`src/rtl/jailbreak_pkg.sv`:
```
// Shared types for the dataslot command arbiter: FSM states, error codes and
// the command record that is latched from the winning requester.
package jailbreak_pkg;

    typedef enum logic [2:0] {
        ST_IDLE,
        ST_ISSUE,
        ST_WAIT_ACK,
        ST_WAIT_DONE,
        ST_COMPLETE
    } arb_state_t;

    localparam logic [2:0] ERR_NONE        = 3'b000;
    localparam logic [2:0] ERR_ACK_TIMEOUT = 3'b111;

    typedef struct packed {
        logic        write;
        logic [15:0] id;
        logic [31:0] slotoffset;
        logic [31:0] bridgeaddr;
        logic [31:0] length;
    } dataslot_cmd_t;

    function automatic dataslot_cmd_t pack_cmd(
        input logic        write,
        input logic [15:0] id,
        input logic [31:0] slotoffset,
        input logic [31:0] bridgeaddr,
        input logic [31:0] length
    );
        dataslot_cmd_t c;
        c.write      = write;
        c.id         = id;
        c.slotoffset = slotoffset;
        c.bridgeaddr = bridgeaddr;
        c.length     = length;
        return c;
    endfunction

endpackage

```
`src/rtl/rr_arbiter.sv`:
```
// Combinational round-robin pick: searches upward from the index after
// last_idx, wrapping at NUM_REQ-1, and returns a one-hot grant plus its index.
module rr_arbiter #(
    parameter int NUM_REQ = 2,
    parameter int IDX_W   = $clog2(NUM_REQ)
) (
    input  logic [NUM_REQ-1:0] req,
    input  logic [IDX_W-1:0]   last_idx,
    output logic [NUM_REQ-1:0] grant,
    output logic [IDX_W-1:0]   grant_idx
);

    localparam logic [IDX_W:0] NUM_W = (IDX_W+1)'(NUM_REQ);

    always_comb begin : pick
        logic [IDX_W:0]   sum;
        logic [IDX_W-1:0] cand;
        logic             found;
        grant     = '0;
        grant_idx = '0;
        sum       = '0;
        cand      = '0;
        found     = 1'b0;
        // i = NUM_REQ lands back on last_idx, so the previous owner is tried last
        for (int i = 1; i <= NUM_REQ; i++) begin
            sum = {1'b0, last_idx} + (IDX_W+1)'(i);
            if (sum >= NUM_W) begin
                sum = sum - NUM_W;
            end
            cand = sum[IDX_W-1:0];
            if (!found && req[cand]) begin
                found       = 1'b1;
                grant[cand] = 1'b1;
                grant_idx   = cand;
            end
        end
    end

endmodule

```
`src/rtl/target_dataslot_arbiter.sv`:
```
// Shares one bridge dataslot command channel among NUM_REQ requesters:
// round-robin grant, clean strobe edge, ack timeout, and a done/err pulse back.
module target_dataslot_arbiter
    import jailbreak_pkg::*;
#(
    parameter int NUM_REQ     = 2,
    parameter int ACK_TIMEOUT = 1024
) (
    input  logic                     clk_74a,
    input  logic                     reset,

    input  logic [NUM_REQ-1:0]       req_valid,
    input  logic [NUM_REQ-1:0]       req_write,
    input  logic [NUM_REQ-1:0][15:0] req_id,
    input  logic [NUM_REQ-1:0][31:0] req_slotoffset,
    input  logic [NUM_REQ-1:0][31:0] req_bridgeaddr,
    input  logic [NUM_REQ-1:0][31:0] req_length,
    output logic [NUM_REQ-1:0]       req_grant,
    output logic [NUM_REQ-1:0]       req_done,
    output logic [2:0]               req_err,

    output logic                     target_dataslot_read,
    output logic                     target_dataslot_write,
    output logic [15:0]              target_dataslot_id,
    output logic [31:0]              target_dataslot_slotoffset,
    output logic [31:0]              target_dataslot_bridgeaddr,
    output logic [31:0]              target_dataslot_length,
    input  logic                     target_dataslot_ack,
    input  logic                     target_dataslot_done,
    input  logic [2:0]               target_dataslot_err,

    output arb_state_t               fsm_state
);

    // Requester side: req_valid is a level held until req_done; the command
    // handler sees a strobe that stays high until ack, then done/err follow.
    localparam int IDX_W = $clog2(NUM_REQ);
    localparam int CNT_W = (ACK_TIMEOUT > 1) ? $clog2(ACK_TIMEOUT) : 1;
    localparam logic [CNT_W-1:0] CNT_LAST  = CNT_W'(ACK_TIMEOUT - 1);
    localparam logic [IDX_W-1:0] LAST_INIT = IDX_W'(NUM_REQ - 1);

    arb_state_t         state;
    dataslot_cmd_t      cmd;
    logic [IDX_W-1:0]   last_idx;
    logic [IDX_W-1:0]   cur_idx;
    logic [CNT_W-1:0]   ack_cnt;
    logic [NUM_REQ-1:0] pick_grant;
    logic [IDX_W-1:0]   pick_idx;

    rr_arbiter #(
        .NUM_REQ (NUM_REQ),
        .IDX_W   (IDX_W)
    ) u_rr (
        .req       (req_valid),
        .last_idx  (last_idx),
        .grant     (pick_grant),
        .grant_idx (pick_idx)
    );

    always_ff @(posedge clk_74a) begin
        if (reset) begin
            state                 <= ST_IDLE;
            cmd                   <= '0;
            last_idx              <= LAST_INIT;
            cur_idx               <= '0;
            ack_cnt               <= '0;
            req_grant             <= '0;
            req_done              <= '0;
            req_err               <= ERR_NONE;
            target_dataslot_read  <= 1'b0;
            target_dataslot_write <= 1'b0;
        end else begin
            req_done <= '0;
            case (state)
                ST_IDLE: begin
                    if (|req_valid) begin
                        cmd <= pack_cmd(req_write[pick_idx], req_id[pick_idx],
                                        req_slotoffset[pick_idx], req_bridgeaddr[pick_idx],
                                        req_length[pick_idx]);
                        req_grant <= pick_grant;
                        cur_idx   <= pick_idx;
                        req_err   <= ERR_NONE;
                        state     <= ST_ISSUE;
                    end
                end
                ST_ISSUE: begin
                    // strobes were low for this whole cycle, so the edge is clean
                    target_dataslot_read  <= !cmd.write;
                    target_dataslot_write <= cmd.write;
                    ack_cnt               <= '0;
                    state                 <= ST_WAIT_ACK;
                end
                ST_WAIT_ACK: begin
                    if (target_dataslot_ack) begin
                        target_dataslot_read  <= 1'b0;
                        target_dataslot_write <= 1'b0;
                        state                 <= ST_WAIT_DONE;
                    end else if (ack_cnt == CNT_LAST) begin
                        target_dataslot_read  <= 1'b0;
                        target_dataslot_write <= 1'b0;
                        req_err               <= ERR_ACK_TIMEOUT;
                        req_done              <= req_grant;
                        state                 <= ST_COMPLETE;
                    end else begin
                        ack_cnt <= ack_cnt + CNT_W'(1);
                    end
                end
                ST_WAIT_DONE: begin
                    if (target_dataslot_done) begin
                        req_err  <= target_dataslot_err;
                        req_done <= req_grant;
                        state    <= ST_COMPLETE;
                    end
                end
                ST_COMPLETE: begin
                    // req_done is high during this cycle; next cycle may rearbitrate
                    req_grant <= '0;
                    last_idx  <= cur_idx;
                    state     <= ST_IDLE;
                end
                default: state <= ST_IDLE;
            endcase
        end
    end

    assign target_dataslot_id         = cmd.id;
    assign target_dataslot_slotoffset = cmd.slotoffset;
    assign target_dataslot_bridgeaddr = cmd.bridgeaddr;
    assign target_dataslot_length     = cmd.length;
    assign fsm_state                  = state;

endmodule

```
`config.mk`:
```
export PLATFORM = sky130hd
export DESIGN_NAME = target_dataslot_arbiter
export DESIGN_NICKNAME = d
export VERILOG_FILES = /design/src/rtl/jailbreak_pkg.sv /design/src/rtl/rr_arbiter.sv /design/src/rtl/target_dataslot_arbiter.sv
export SDC_FILE = /design/constraint.sdc
export NUM_CORES = 1
export LEC_CHECK = 0
export ABC_CLOCK_PERIOD_IN_PS = 2200
export CAP_MARGIN = 20
export CELL_PAD_IN_SITES_DETAIL_PLACEMENT = 0
export CELL_PAD_IN_SITES_GLOBAL_PLACEMENT = 2
export CORE_MARGIN = 1
export CORE_UTILIZATION = 22
export CTS_CLUSTER_DIAMETER = 100
export DETAILED_ROUTE_END_ITERATION = 10
export GPL_ROUTABILITY_DRIVEN = 0
export PLACE_DENSITY_LB_ADDON = 0.25
export SLEW_MARGIN = 20
export SYNTH_ARGS = -nofsm -noshare
export SYNTH_HDL_FRONTEND = slang
export SYNTH_SLANG_ARGS = --single-unit
```
`constraint.sdc`:
```
create_clock -name clk_74a -period 2.2 [get_ports clk_74a]
set_input_delay 0.44 -clock clk_74a [delete_from_list [all_inputs] [get_ports clk_74a]]
set_output_delay 0.44 -clock clk_74a [all_outputs]
set_load 0.02 [all_outputs]
```
==> metrics.md <==
| Metric | Value |
|---|---|
| Largest net degree at the start of global routing | `63` |
| Residual DRC | `0` |
| Worst skew pair latency | `0.42 ns` |
| Clock power frac | `28.1%` |
| Final ANT Viol Nets | `0` |
| CTS Hold Buffers Added | `0` |
| Drt first-iter violations | `237` |
| Reg clk slew, reported paths | `0.07 ns` |
| Warning count from the yosys run | `0` |
| Worst Setup Start Kind | `flip-flop` |
| Worst Skew | `0.0154 ns` |
| CTS sink count | `137` |
| Worst Hold Class | `in -> reg` |
| Post-DP HPWL | `17600 µm` |
| Worst reg2reg startpoint | `fsm_state[2]` |
| Combinational Power Share | `39.3%` |
| Yosys cell types | `48` |
| Die Wd | `181 µm` |
| Critical Path Start | `fsm_state[2]` |
| Fin area | `11200 µm²` |
| Core Box Area | `31500 µm²` |
| Final Hold Viols | `0` |
| # setup viols final | `0` |
| Wirelength per Cell | `15.7 µm` |
| Fin crit period | `2.09 ns` |
| I/O pin total | `359` |
| H-tree depth | `4` |
| Async set or reset register ratio after synthesis | `0%` |
| Worst vdd ir | `0.486 mV` |
| CTS Buf Count | `17` |
| Pwr per Cell Area | `885 nW/µm²` |
| Largest area contributor in the netlist | `dfxtp_1` |
| Initial antenna violation count | `0` |
| Site row count | `65` |
| Longest Clk Path Bufs | `2` |
| Syn Area/Cell | `9.23 µm²` |
| Synthesized flop and latch total | `137` |
| First-pass GRT wire length | `35100 µm` |
| Top post-synthesis cells by count | `137 x dfxtp_1, 119 x nor2_1, 116 x mux2i_1` |
| Reg power frac | `32.6%` |
| Clock tree from TritonCTS | `yes` |
| PortBufs | `358` |
| Largest cells by area after synthesis | `dfxtp_1 39%, mux2i_1 17%, buf_4 12%` |
| Area of the mapped netlist | `7020 µm²` |
| Max_slew headroom | `61.0%` |
| Synth top area share | `39.1%` |
| First-pass detailed-route iteration total | `4` |
| Arr. time, crit path | `1.65 ns` |
| Max-cap viol count | `0` |
| Placed inst area | `10600 µm²` |
| Layout area overhead | `59.3%` |
| Most common cell in the netlist | `dfxtp_1` |
| Critical path class | `reg -> out` |
| Sw Share | `34.3%` |
| Post-CTS resize count | `0` |
| Die Area | `32600 µm²` |
| Internal power | `6500 µW` |
| Antenna diodes | `0` |
| RSZ-0062 raised after global routing | `no` |
| Synth Instances | `761` |
| Status | `complete, no violations` |
| Vias in the first global route | `6053` |
| EDFF count, synth | `0` |
| Root buffer cell | `clkbuf_16` |
| Hold WS | `0.366 ns` |
| Worst endpoint required time | `1.76 ns` |
| Pins Over Slew Limit | `0` |
| GRT overflow | `0` |
| Syn Nets | `997` |
| Max Clk Rate | `478 MHz` |
| Die Ht | `181 µm` |
| Routed wire length | `22600 µm` |
| Least-Margin Pin Slew | `0.584 ns` |
| Postcts setup bufs | `0` |
| Sequential fraction of the synthesis area | `39.1%` |
| LEAKAGE | `0.00412 µW` |
| Starting Density | `22.3%` |
| Switching pwr | `3400 µW` |
| Hold_sp | `reset` |
| DR vias | `6050` |
| Tcrit/Tclk final | `95.1%` |
| Worst setup EP type | `primary output` |
| Layout cell share with drive strength beyond 1 | `10.2%` |
| Total GRT Usage | `13.9%` |
| DR vias/cell | `4.20` |
| Fin nets | `1262` |
| Critical Path Fanout Max | `12` |
| Dominant synthesized flop cell | `dfxtp_1` |
==> cell families after synthesis <==
family | count (synthesis) | synth area share, %
buffers and inverters | 176 | 16.4
AND/OR/NAND/NOR | 171 | 10.5
AO/OA/AOI/OAI | 160 | 17.3
flip-flops | 137 | 39.1
multiplexers | 116 | 16.5
adder cells (fa/ha/maj) | 1 | 0.178
==> area by class of cell <==
| class | count | area (µm²) |
|---|---|---|
| sequential | 137 | 2740 |
| fill | 3239 | 20300 |
| inverter | 6 | 22.5 |
| clock buffer | 20 | 467 |
| tap | 402 | 503 |
| clock inverter | 12 | 104 |
| timing repair buffer | 416 | 4200 |
| multi-input combinational | 448 | 3140 |
==> worst paths after layout <==
path,end,slack (ns),cells after the start
hold reg to reg,req_err[0],0.48,1
hold / removal,ack_cnt[4],0.37,2
setup reg to reg,target_dataslot_slotoffset[1],0.29,7
setup / recovery,fsm_state[2],0.11,2
==> sequential cells by signal (all words and copies together), names as in the netlist <==
register / cells
target_dataslot_bridgeaddr: 32
target_dataslot_length: 32
target_dataslot_slotoffset: 32
target_dataslot_id: 16
ack_cnt: 10
fsm_state: 3
req_err: 3
req_done: 2
req_grant: 2
cmd: 1
cur_idx: 1
last_idx: 1
target_dataslot_read: 1
target_dataslot_write: 1
==> layout by cell type (no fill, tap or decap), types with 4 or more instances in the layout <==
master           Yosys  final
o21a_1               4      4
clkinv_4             0      4
a211oi_1           113    113
nor3_1               5      5
or3_1                5      5
nor2_1             119    119
a21oi_1              8      8
nand3_1              7      7
nand2_1             16     16
clkbuf_16            0     17
buf_4              115     44
inv_1                6      6
buf_12               0     15
inv_6                0      7
mux2i_1            116    116
clkdlybuf4s50_1      0    357
o21ai_0              9      9
dfxtp_1            137    137
==> per-layer routing <==
layer	track usage [%]	share of wire (%)
met5	0	0
met4	3.52	0.95
met3	4.87	6.9
met2	23.6	49
met1	16.6	43
==> through the flow <==
step | util, % | TNS (ns) | power (µW) | cells | worst slack (ns)
2_1_floorplan | - | 0 | 5740 | 761 | 0.298
3_3_place_gp | 33.7 | -0.348 | 7230 | 1409 | -0.0899
3_5_place_dp | 33.7 | -0.622 | 7240 | 1409 | -0.112
4_1_cts | 35.5 | 0 | 10100 | 1441 | 0.0769
5_1_grt | 35.5 | 0 | 10500 | 1441 | 0.0374
6_report | 35.5 | 0 | 9900 | 1441 | 0.108
==> critical path, cell delays in order, from the launching register on <==
cell,delay (ns)
dfxtp_1,0.38
buf_4,0.21
clkdlybuf4s50_1,0.63
==> power groups by stage <==
stage,clock network (µW),logic (µW),registers (µW)
after floorplan,0,2480,3260
after global placement,0,3960,3260
after detailed placement,0,3950,3280
after CTS,2900,3970,3240
after global routing,3010,4210,3300
final,2780,3890,3230
Note: power is estimated with default switching activity, not from simulation.
